## config.mk

```make
export PLATFORM = sky130hd
export DESIGN_NAME = uart_rx_mmio
export DESIGN_NICKNAME = d
export VERILOG_FILES = /design/src/rtl/uart_pkg.sv /design/src/rtl/uart_rx_mmio_fifo.sv /design/src/rtl/uart_rx_mmio.sv
export SDC_FILE = /design/constraint.sdc
export NUM_CORES = 1
export LEC_CHECK = 0
export BUFFER_PORTS_ARGS = -buffer_cell sky130_fd_sc_hd__buf_2
export CAP_MARGIN = 40
export CORE_MARGIN = 3
export CORE_UTILIZATION = 63
export DETAILED_ROUTE_END_ITERATION = 12
export PLACE_DENSITY = 0.9
export SETUP_SLACK_MARGIN = 0.05
export SLEW_MARGIN = 20
export SYNTH_ARGS = -nofsm -noshare
export SYNTH_HDL_FRONTEND = slang
export SYNTH_HIERARCHICAL = 1
export SYNTH_SLANG_ARGS = --single-unit
```

## constraint.sdc

```tcl
create_clock -name clk -period 6.43 [get_ports clk]
set_input_delay 0.9645 -clock clk [delete_from_list [all_inputs] [get_ports clk]]
set_output_delay 0.9645 -clock clk [all_outputs]
set_load 0.01 [all_outputs]
```

## src/rtl/uart_pkg.sv

```systemverilog
// uart_pkg
//   Shared types and register layout for the UART receive path.
//   rx_state_t   : receiver FSM states
//   RX_VALID_BIT : position of the "byte valid" flag in the data register
//   ST_*         : bit positions inside the status register
//   data_word()  : packs the data register image
//   stat_word()  : packs the status register image
package uart_pkg;

  typedef enum logic [2:0] {
    IDLE,
    START,
    DATA,
    STOP,
    BREAK
  } rx_state_t;

  localparam int RX_VALID_BIT = 9;
  localparam int ST_NEMPTY    = 0;
  localparam int ST_FULL      = 1;
  localparam int ST_OVR       = 2;
  localparam int ST_FERR      = 3;

  // {22'b0, valid, 1'b0, byte[7:0]}
  function automatic logic [31:0] data_word(input logic valid, input logic [7:0] rx_byte);
    logic [31:0] w;
    w               = '0;
    w[7:0]          = rx_byte;
    w[RX_VALID_BIT] = valid;
    return w;
  endfunction

  // {28'b0, frame_err, overrun, full, !empty}
  function automatic logic [31:0] stat_word(input logic frame_err, input logic overrun,
                                            input logic full, input logic nempty);
    logic [31:0] w;
    w            = '0;
    w[ST_NEMPTY] = nempty;
    w[ST_FULL]   = full;
    w[ST_OVR]    = overrun;
    w[ST_FERR]   = frame_err;
    return w;
  endfunction

endpackage

```

## src/rtl/uart_rx_mmio_fifo.sv

```systemverilog
// rx_fifo
//   Small register-based FIFO holding received bytes. The head entry is
//   visible combinationally so the core gets zero-latency reads.
//   clk, resetn : clock, async active-low reset
//   push, wdata : write one entry (ignored when full unless popping too)
//   pop         : remove the head entry (ignored when empty)
//   head        : current head entry
//   full, empty : occupancy flags
module rx_fifo #(
  parameter int DEPTH = 4,
  parameter int WIDTH = 8
) (
  input  logic             clk,
  input  logic             resetn,
  input  logic             push,
  input  logic             pop,
  input  logic [WIDTH-1:0] wdata,
  output logic [WIDTH-1:0] head,
  output logic             full,
  output logic             empty
);

  localparam int AW = $clog2(DEPTH);

  // One extra pointer bit distinguishes full from empty when the
  // index bits are equal.
  logic [AW:0]      wr_ptr_reg;
  logic [AW:0]      rd_ptr_reg;
  logic [WIDTH-1:0] mem_reg [DEPTH];
  logic [DEPTH-1:0] wr_sel;
  logic             push_en;
  logic             pop_en;

  assign empty   = (wr_ptr_reg == rd_ptr_reg);
  assign full    = (wr_ptr_reg[AW] != rd_ptr_reg[AW]) &&
                   (wr_ptr_reg[AW-1:0] == rd_ptr_reg[AW-1:0]);
  assign pop_en  = pop & ~empty;
  // When full, a simultaneous pop frees the slot being written.
  assign push_en = push & (~full | pop_en);
  assign head    = mem_reg[rd_ptr_reg[AW-1:0]];

  for (genvar gi = 0; gi < DEPTH; gi++) begin : g_wr_sel
    assign wr_sel[gi] = push_en && (wr_ptr_reg[AW-1:0] == AW'(gi));
  end

  always_ff @(posedge clk or negedge resetn) begin
    if (!resetn) begin
      for (int i = 0; i < DEPTH; i++) mem_reg[i] <= '0;
    end else begin
      for (int i = 0; i < DEPTH; i++) begin
        if (wr_sel[i]) mem_reg[i] <= wdata;
      end
    end
  end

  always_ff @(posedge clk or negedge resetn) begin
    if (!resetn) begin
      wr_ptr_reg <= '0;
      rd_ptr_reg <= '0;
    end else begin
      if (push_en) wr_ptr_reg <= wr_ptr_reg + (AW+1)'(1);
      if (pop_en)  rd_ptr_reg <= rd_ptr_reg + (AW+1)'(1);
    end
  end

endmodule

```

## src/rtl/uart_rx_mmio.sv

```systemverilog
// uart_rx_mmio
//   8N1 UART receiver feeding a small FIFO, read by the core through a
//   memory-mapped data register and status register.
//   clk        : system clock
//   resetn     : async active-low reset
//   rxd        : raw UART line (asynchronous, idles high)
//   i_sel_data : data register addressed this cycle
//   i_sel_stat : status register addressed this cycle
//   i_rd       : read strobe, qualifies the selects for side effects
//   o_rdata    : selected register image (0 when nothing selected)
//   o_rx_avail : FIFO holds at least one byte
module uart_rx_mmio
  import uart_pkg::*;
#(
  parameter int CLK_FREQ_HZ = 100_000_000,
  parameter int BAUD_RATE   = 1_000_000,
  parameter int FIFO_DEPTH  = 4
) (
  input  logic        clk,
  input  logic        resetn,
  input  logic        rxd,
  input  logic        i_sel_data,
  input  logic        i_sel_stat,
  input  logic        i_rd,
  output logic [31:0] o_rdata,
  output logic        o_rx_avail
);

  localparam int DIV = CLK_FREQ_HZ / BAUD_RATE;
  localparam int CW  = (DIV > 2) ? $clog2(DIV) : 1;
  localparam logic [CW-1:0] HALF_LOAD = CW'(DIV / 2 - 1);
  localparam logic [CW-1:0] FULL_LOAD = CW'(DIV - 1);

  if (DIV < 8) begin : g_div_check
    $error("uart_rx_mmio: clock divider %0d is below 8", DIV);
  end
  if (FIFO_DEPTH < 2 || (FIFO_DEPTH & (FIFO_DEPTH - 1)) != 0) begin : g_depth_check
    $error("uart_rx_mmio: FIFO_DEPTH %0d must be a power of two >= 2", FIFO_DEPTH);
  end

  // Input synchroniser; both flops reset to the idle line level so a
  // reset never looks like a start bit.
  logic rxd_meta_reg;
  logic rxs_reg;

  always_ff @(posedge clk or negedge resetn) begin
    if (!resetn) begin
      rxd_meta_reg <= 1'b1;
      rxs_reg      <= 1'b1;
    end else begin
      rxd_meta_reg <= rxd;
      rxs_reg      <= rxd_meta_reg;
    end
  end

  rx_state_t     state_reg, state_next;
  logic [CW-1:0] cnt_reg, cnt_next;
  logic [2:0]    bit_reg, bit_next;
  logic [7:0]    shift_reg, shift_next;
  logic          frame_err_reg, frame_err_next;
  logic          overrun_reg, overrun_next;

  logic          tick;
  logic          fifo_push;
  logic          fifo_pop;
  logic          fifo_full;
  logic          fifo_empty;
  logic [7:0]    fifo_head;
  logic          set_ferr;
  logic          set_ovr;
  logic          rd_data;
  logic          rd_stat;

  assign tick     = (cnt_reg == '0);
  // Data select wins when both are high: pops, and status stays intact.
  assign rd_data  = i_rd & i_sel_data;
  assign rd_stat  = i_rd & i_sel_stat & ~i_sel_data;
  assign fifo_pop = rd_data & ~fifo_empty;

  always_ff @(posedge clk or negedge resetn) begin
    if (!resetn) begin
      state_reg     <= IDLE;
      cnt_reg       <= '0;
      bit_reg       <= '0;
      shift_reg     <= '0;
      frame_err_reg <= 1'b0;
      overrun_reg   <= 1'b0;
    end else begin
      state_reg     <= state_next;
      cnt_reg       <= cnt_next;
      bit_reg       <= bit_next;
      shift_reg     <= shift_next;
      frame_err_reg <= frame_err_next;
      overrun_reg   <= overrun_next;
    end
  end

  always_comb begin
    state_next = state_reg;
    cnt_next   = cnt_reg;
    bit_next   = bit_reg;
    shift_next = shift_reg;
    fifo_push  = 1'b0;
    set_ferr   = 1'b0;
    set_ovr    = 1'b0;

    unique case (state_reg)
      IDLE: begin
        // First half-period lands the next tick on the start-bit centre.
        if (!rxs_reg) begin
          cnt_next   = HALF_LOAD;
          state_next = START;
        end
      end
      START: begin
        if (tick) begin
          if (rxs_reg) begin
            state_next = IDLE;
          end else begin
            cnt_next   = FULL_LOAD;
            bit_next   = '0;
            state_next = DATA;
          end
        end else begin
          cnt_next = cnt_reg - CW'(1);
        end
      end
      DATA: begin
        if (tick) begin
          shift_next = {rxs_reg, shift_reg[7:1]};
          cnt_next   = FULL_LOAD;
          bit_next   = bit_reg + 3'd1;
          if (bit_reg == 3'd7) state_next = STOP;
        end else begin
          cnt_next = cnt_reg - CW'(1);
        end
      end
      STOP: begin
        if (tick) begin
          if (rxs_reg) begin
            // A pop in the same cycle makes room even when full.
            if (!fifo_full || fifo_pop) fifo_push = 1'b1;
            else                        set_ovr   = 1'b1;
            state_next = IDLE;
          end else begin
            set_ferr   = 1'b1;
            state_next = BREAK;
          end
        end else begin
          cnt_next = cnt_reg - CW'(1);
        end
      end
      BREAK: begin
        // Held-low line must return high before a new start is accepted.
        if (rxs_reg) state_next = IDLE;
      end
      default: state_next = IDLE;
    endcase

    // A set in the same cycle as a status read takes precedence.
    frame_err_next = set_ferr | (frame_err_reg & ~rd_stat);
    overrun_next   = set_ovr  | (overrun_reg   & ~rd_stat);
  end

  rx_fifo #(
    .DEPTH (FIFO_DEPTH),
    .WIDTH (8)
  ) u_fifo (
    .clk    (clk),
    .resetn (resetn),
    .push   (fifo_push),
    .pop    (fifo_pop),
    .wdata  (shift_reg),
    .head   (fifo_head),
    .full   (fifo_full),
    .empty  (fifo_empty)
  );

  always_comb begin
    o_rdata = '0;
    if (i_sel_data) begin
      o_rdata = data_word(~fifo_empty, fifo_empty ? 8'h00 : fifo_head);
    end else if (i_sel_stat) begin
      o_rdata = stat_word(frame_err_reg, overrun_reg, fifo_full, ~fifo_empty);
    end
  end

  assign o_rx_avail = ~fifo_empty;

endmodule
```

==> impl_metrics.py <==
metrics = {
    "logic_synthesis": {
        "seq_area_frac_synth_pct": 44.1,
        "synth_edf_count": 0,
        "syn_inst": 294,
        "yosys_warnings": 6,
        "ys_ff_latch": 63,
        "synth_area_sq_mm": 0.00358,
        "avgSynthCellArea_sq_um": 12.2,
        "synth_ff_type": "dfrtp_1",
        "netlist-cell-type-count": 55,
        "synthArstFlopShare_pct": 100,
    },
    "global_route": {
        "grt_use_met3_pct": 7.21,
        "grt_pass1_wl_microns": 11400,
        "globalRouteMet1Util_pct": 30.6,
        "grt-ovfl-total": 0,
        "grt_usage_pct": 23.4,
        "grt_pass1_vias": 2354,
        "busiest_layer": "met2",
        "grt_max_degree": 64,
        "use_met2_pct": 37.6,
        "grt_antenna_before_repair": 0,
    },
    "die": {
        "ioPinCount": 39,
        "dieWidth_microns": 81.4,
        "die_area_sq_mm": 0.00662,
        "rows": 26,
        "initial_core_util_pct": 67.5,
        "core_area_sq_mm": 0.00530,
        "die_h_microns": 81.4,
    },
    "worst_hold_path": {
        "holdCritStartpoint": "rxd_meta_reg",
        "min_to": "rxs_reg",
        "worstHoldPathType": "reg -> reg",
        "min_path_cells": 0,
    },
    "worst_setup_path": {
        "reg2reg_depth": 8,
        "critPathMaxFanout": 12,
        "criticalPathCategory": "reg -> out",
        "cp-end-kind": "output port",
        "required_ns": 5.47,
        "worstSetupStartpointType": "register",
        "regToRegSetupSlack_ns": 2.83,
        "reg2reg_to": "u_fifo/mem_reg[7]",
        "r2r_start": "u_fifo/rd_ptr_reg[0]",
        "worstPathArrival_ns": 2.86,
    },
    "sta": {
        "fin_skew_ns": 0.00825,
        "setup_tns_ns": 0,
        "fin_crit_ns": 3.82,
        "hold_slack_ns": 0.359,
        "setup_violations": 0,
        "worst_slew_margin_rel_pct": 45.3,
        "worstMarginPinSlew_ns": 0.818,
        "min_period_over_period_pct": 59.4,
        "final-hold-violation-count": 0,
        "max_freq_ghz": 0.262,
        "rsz0062_at_grt": "no",
        "slew_violations": 0,
    },
    "clock_tree": {
        "cts_max_level": 3,
        "cts_resized": 0,
        "clock_latency_ns": 0.35,
        "cts_max_path_buffers": 2,
        "clock_sinks": 63,
        "cts_tree": "built",
        "post-cts-setup-buffers": 0,
        "root_buffer": "clkbuf_8",
        "ctsHoldBuffers": 0,
        "cts_buffers": 9,
        "clkTransAtPathRegs_ns": 0.08,
    },
    "run": {
        "drv_cap": 0,
    },
    "final_layout": {
        "area_growth_pct": 7.62,
        "fillerInstances": 344,
        "diodes": 0,
        "drive_above_1_share_pct": 32.7,
        "largest_reg_flops": 32,
        "fin_nets": 325,
    },
    "detailed_routing": {
        "drc_errors": 0,
        "drtIter0Drc": 187,
        "wire_per_inst_microns": 18.1,
        "postRouteAntennaNets": 0,
        "routed_wl_microns": 6980,
        "vias_per_cell": 6.19,
        "firstDrtPassIters": 4,
        "vias": 2385,
    },
    "status": {
        "status": "finished, final reports clean",
    },
    "power_and_ir_drop": {
        "p_leak_nw": 1.81,
        "powerDensity_mw_per_mm2": 255,
        "ir_drop_uv": 241,
    },
    "placement": {
        "hpwlAfterDp_microns": 4710,
        "port_buffers": 15,
        "gp_congestion": 0.879,
    },
}
## cell usage in the layout (no fill, tap or decap), types with 3 or more instances in the layout
cell and n:
ha_1 9, nor2_1 9, and2_1 10, mux2_2 42, o41ai_4 4, inv_1 10, a22o_1 3, a21oi_1 8
conb_1 23, dfrtp_1 61, nand4_1 3, nand2_1 12, o211ai_1 5, mux2i_1 4, nor3_1 4, o21ai_0 9
clkbuf_8 9, mux4_2 8, o311ai_0 3, buf_2 15, nor2b_1 5, nand3_1 7
## power breakdown
group / switching (mW) / internal [mW]
sequential: 0.0346 / 0.406
clock: 0.171 / 0.222
combinational: 0.0965 / 0.0530
## cells in the mapped netlist (4+ instances only)
cell type	n	area, sq um
nor2_1	9	33.8
o21ai_0	9	45.0
dfrtp_1	61	1530
mux2_2	42	473
ha_1	9	113
buf_4	25	188
inv_1	10	37.5
o211ai_1	5	37.5
a21oi_1	8	40.0
nand3_1	7	35.0
o41ai_4	4	110
nor3_1	4	20.0
nand2_1	12	45.0
clkbuf_1	7	26.3
and2_1	10	62.6
mux2i_1	4	40.0
mux4_2	8	180
nor2b_1	5	31.3
## critical path: stages (launching register included)
cell and delay [ns]:
dfrtp_1 0.77, xor2_2 0.60, nor3_1 0.19, nor2b_1 0.54, nand2_1 0.14, o21ai_0 0.10, buf_2 0.15
## metrics by stage
step           power (mW)  instances  utilization (%)  cell area [sq um]  worst slack (ns)
6_report            0.983        385             72.6               3850              2.61
5_1_grt              1.02        385             72.6               3850              2.34
4_1_cts             0.986        384             72.1               3820              2.63
3_5_place_dp        0.594        368             67.8               3600              2.88
3_3_place_gp        0.589        368             67.8               3600              2.99
2_1_floorplan       0.572        316                -               3660              3.41
## per-layer routing
metal	up-vias	wire length, microns
met1	1194	3020
li1	1077	-
met3	15	458
met2	99	3360
met4	0	130
met5	-	0
## cell families (layout without fill, tap and decap cells)
kind of cell | after synthesis | after routing | share of synthesized area (%)
xor gates and xnor gates | 6 | 6 | 1.89
other | 1 | 23 | 0.105
buffers and inverters | 45 | 44 | 7.80
DFF | 63 | 63 | 44.1
adders and majority gates | 9 | 9 | 3.15
AOI/OAI and AO/OA | 52 | 52 | 12.8
and+or+nand+nor | 64 | 64 | 10.7
muxes | 54 | 54 | 19.4
## layout make-up
class                      count  area (sq um)  area share [%]
clock buffer                   9           124            3.22
sequential                    63          1580            41.0
inverter                      10          37.5           0.975
clock inverter                 7           103            2.66
multi-input combinational    208          1800            46.8
timing repair buffer          18           118            3.05
tap                           70          87.6            2.27
## how the worst max path moves through the flow
stage / startpoint / end / slack (ns) / cells after the start
after global placement: u_fifo/rd_ptr_reg[0] / u_fifo/mem_reg[6] / 2.99 / 7
final: u_fifo/rd_ptr_reg[0] / o_rdata[3] / 2.61 / 6
after detailed placement: u_fifo/rd_ptr_reg[0] / u_fifo/mem_reg[7] / 2.88 / 8
after global routing: u_fifo/rd_ptr_reg[0] / o_rdata[3] / 2.34 / 6
after floorplan: u_fifo/rd_ptr_reg[1] / u_fifo/mem_reg[10] / 3.41 / 11
after CTS: u_fifo/rd_ptr_reg[0] / o_rdata[3] / 2.63 / 6
No activity file was read; power rests on OpenSTA's default activity.
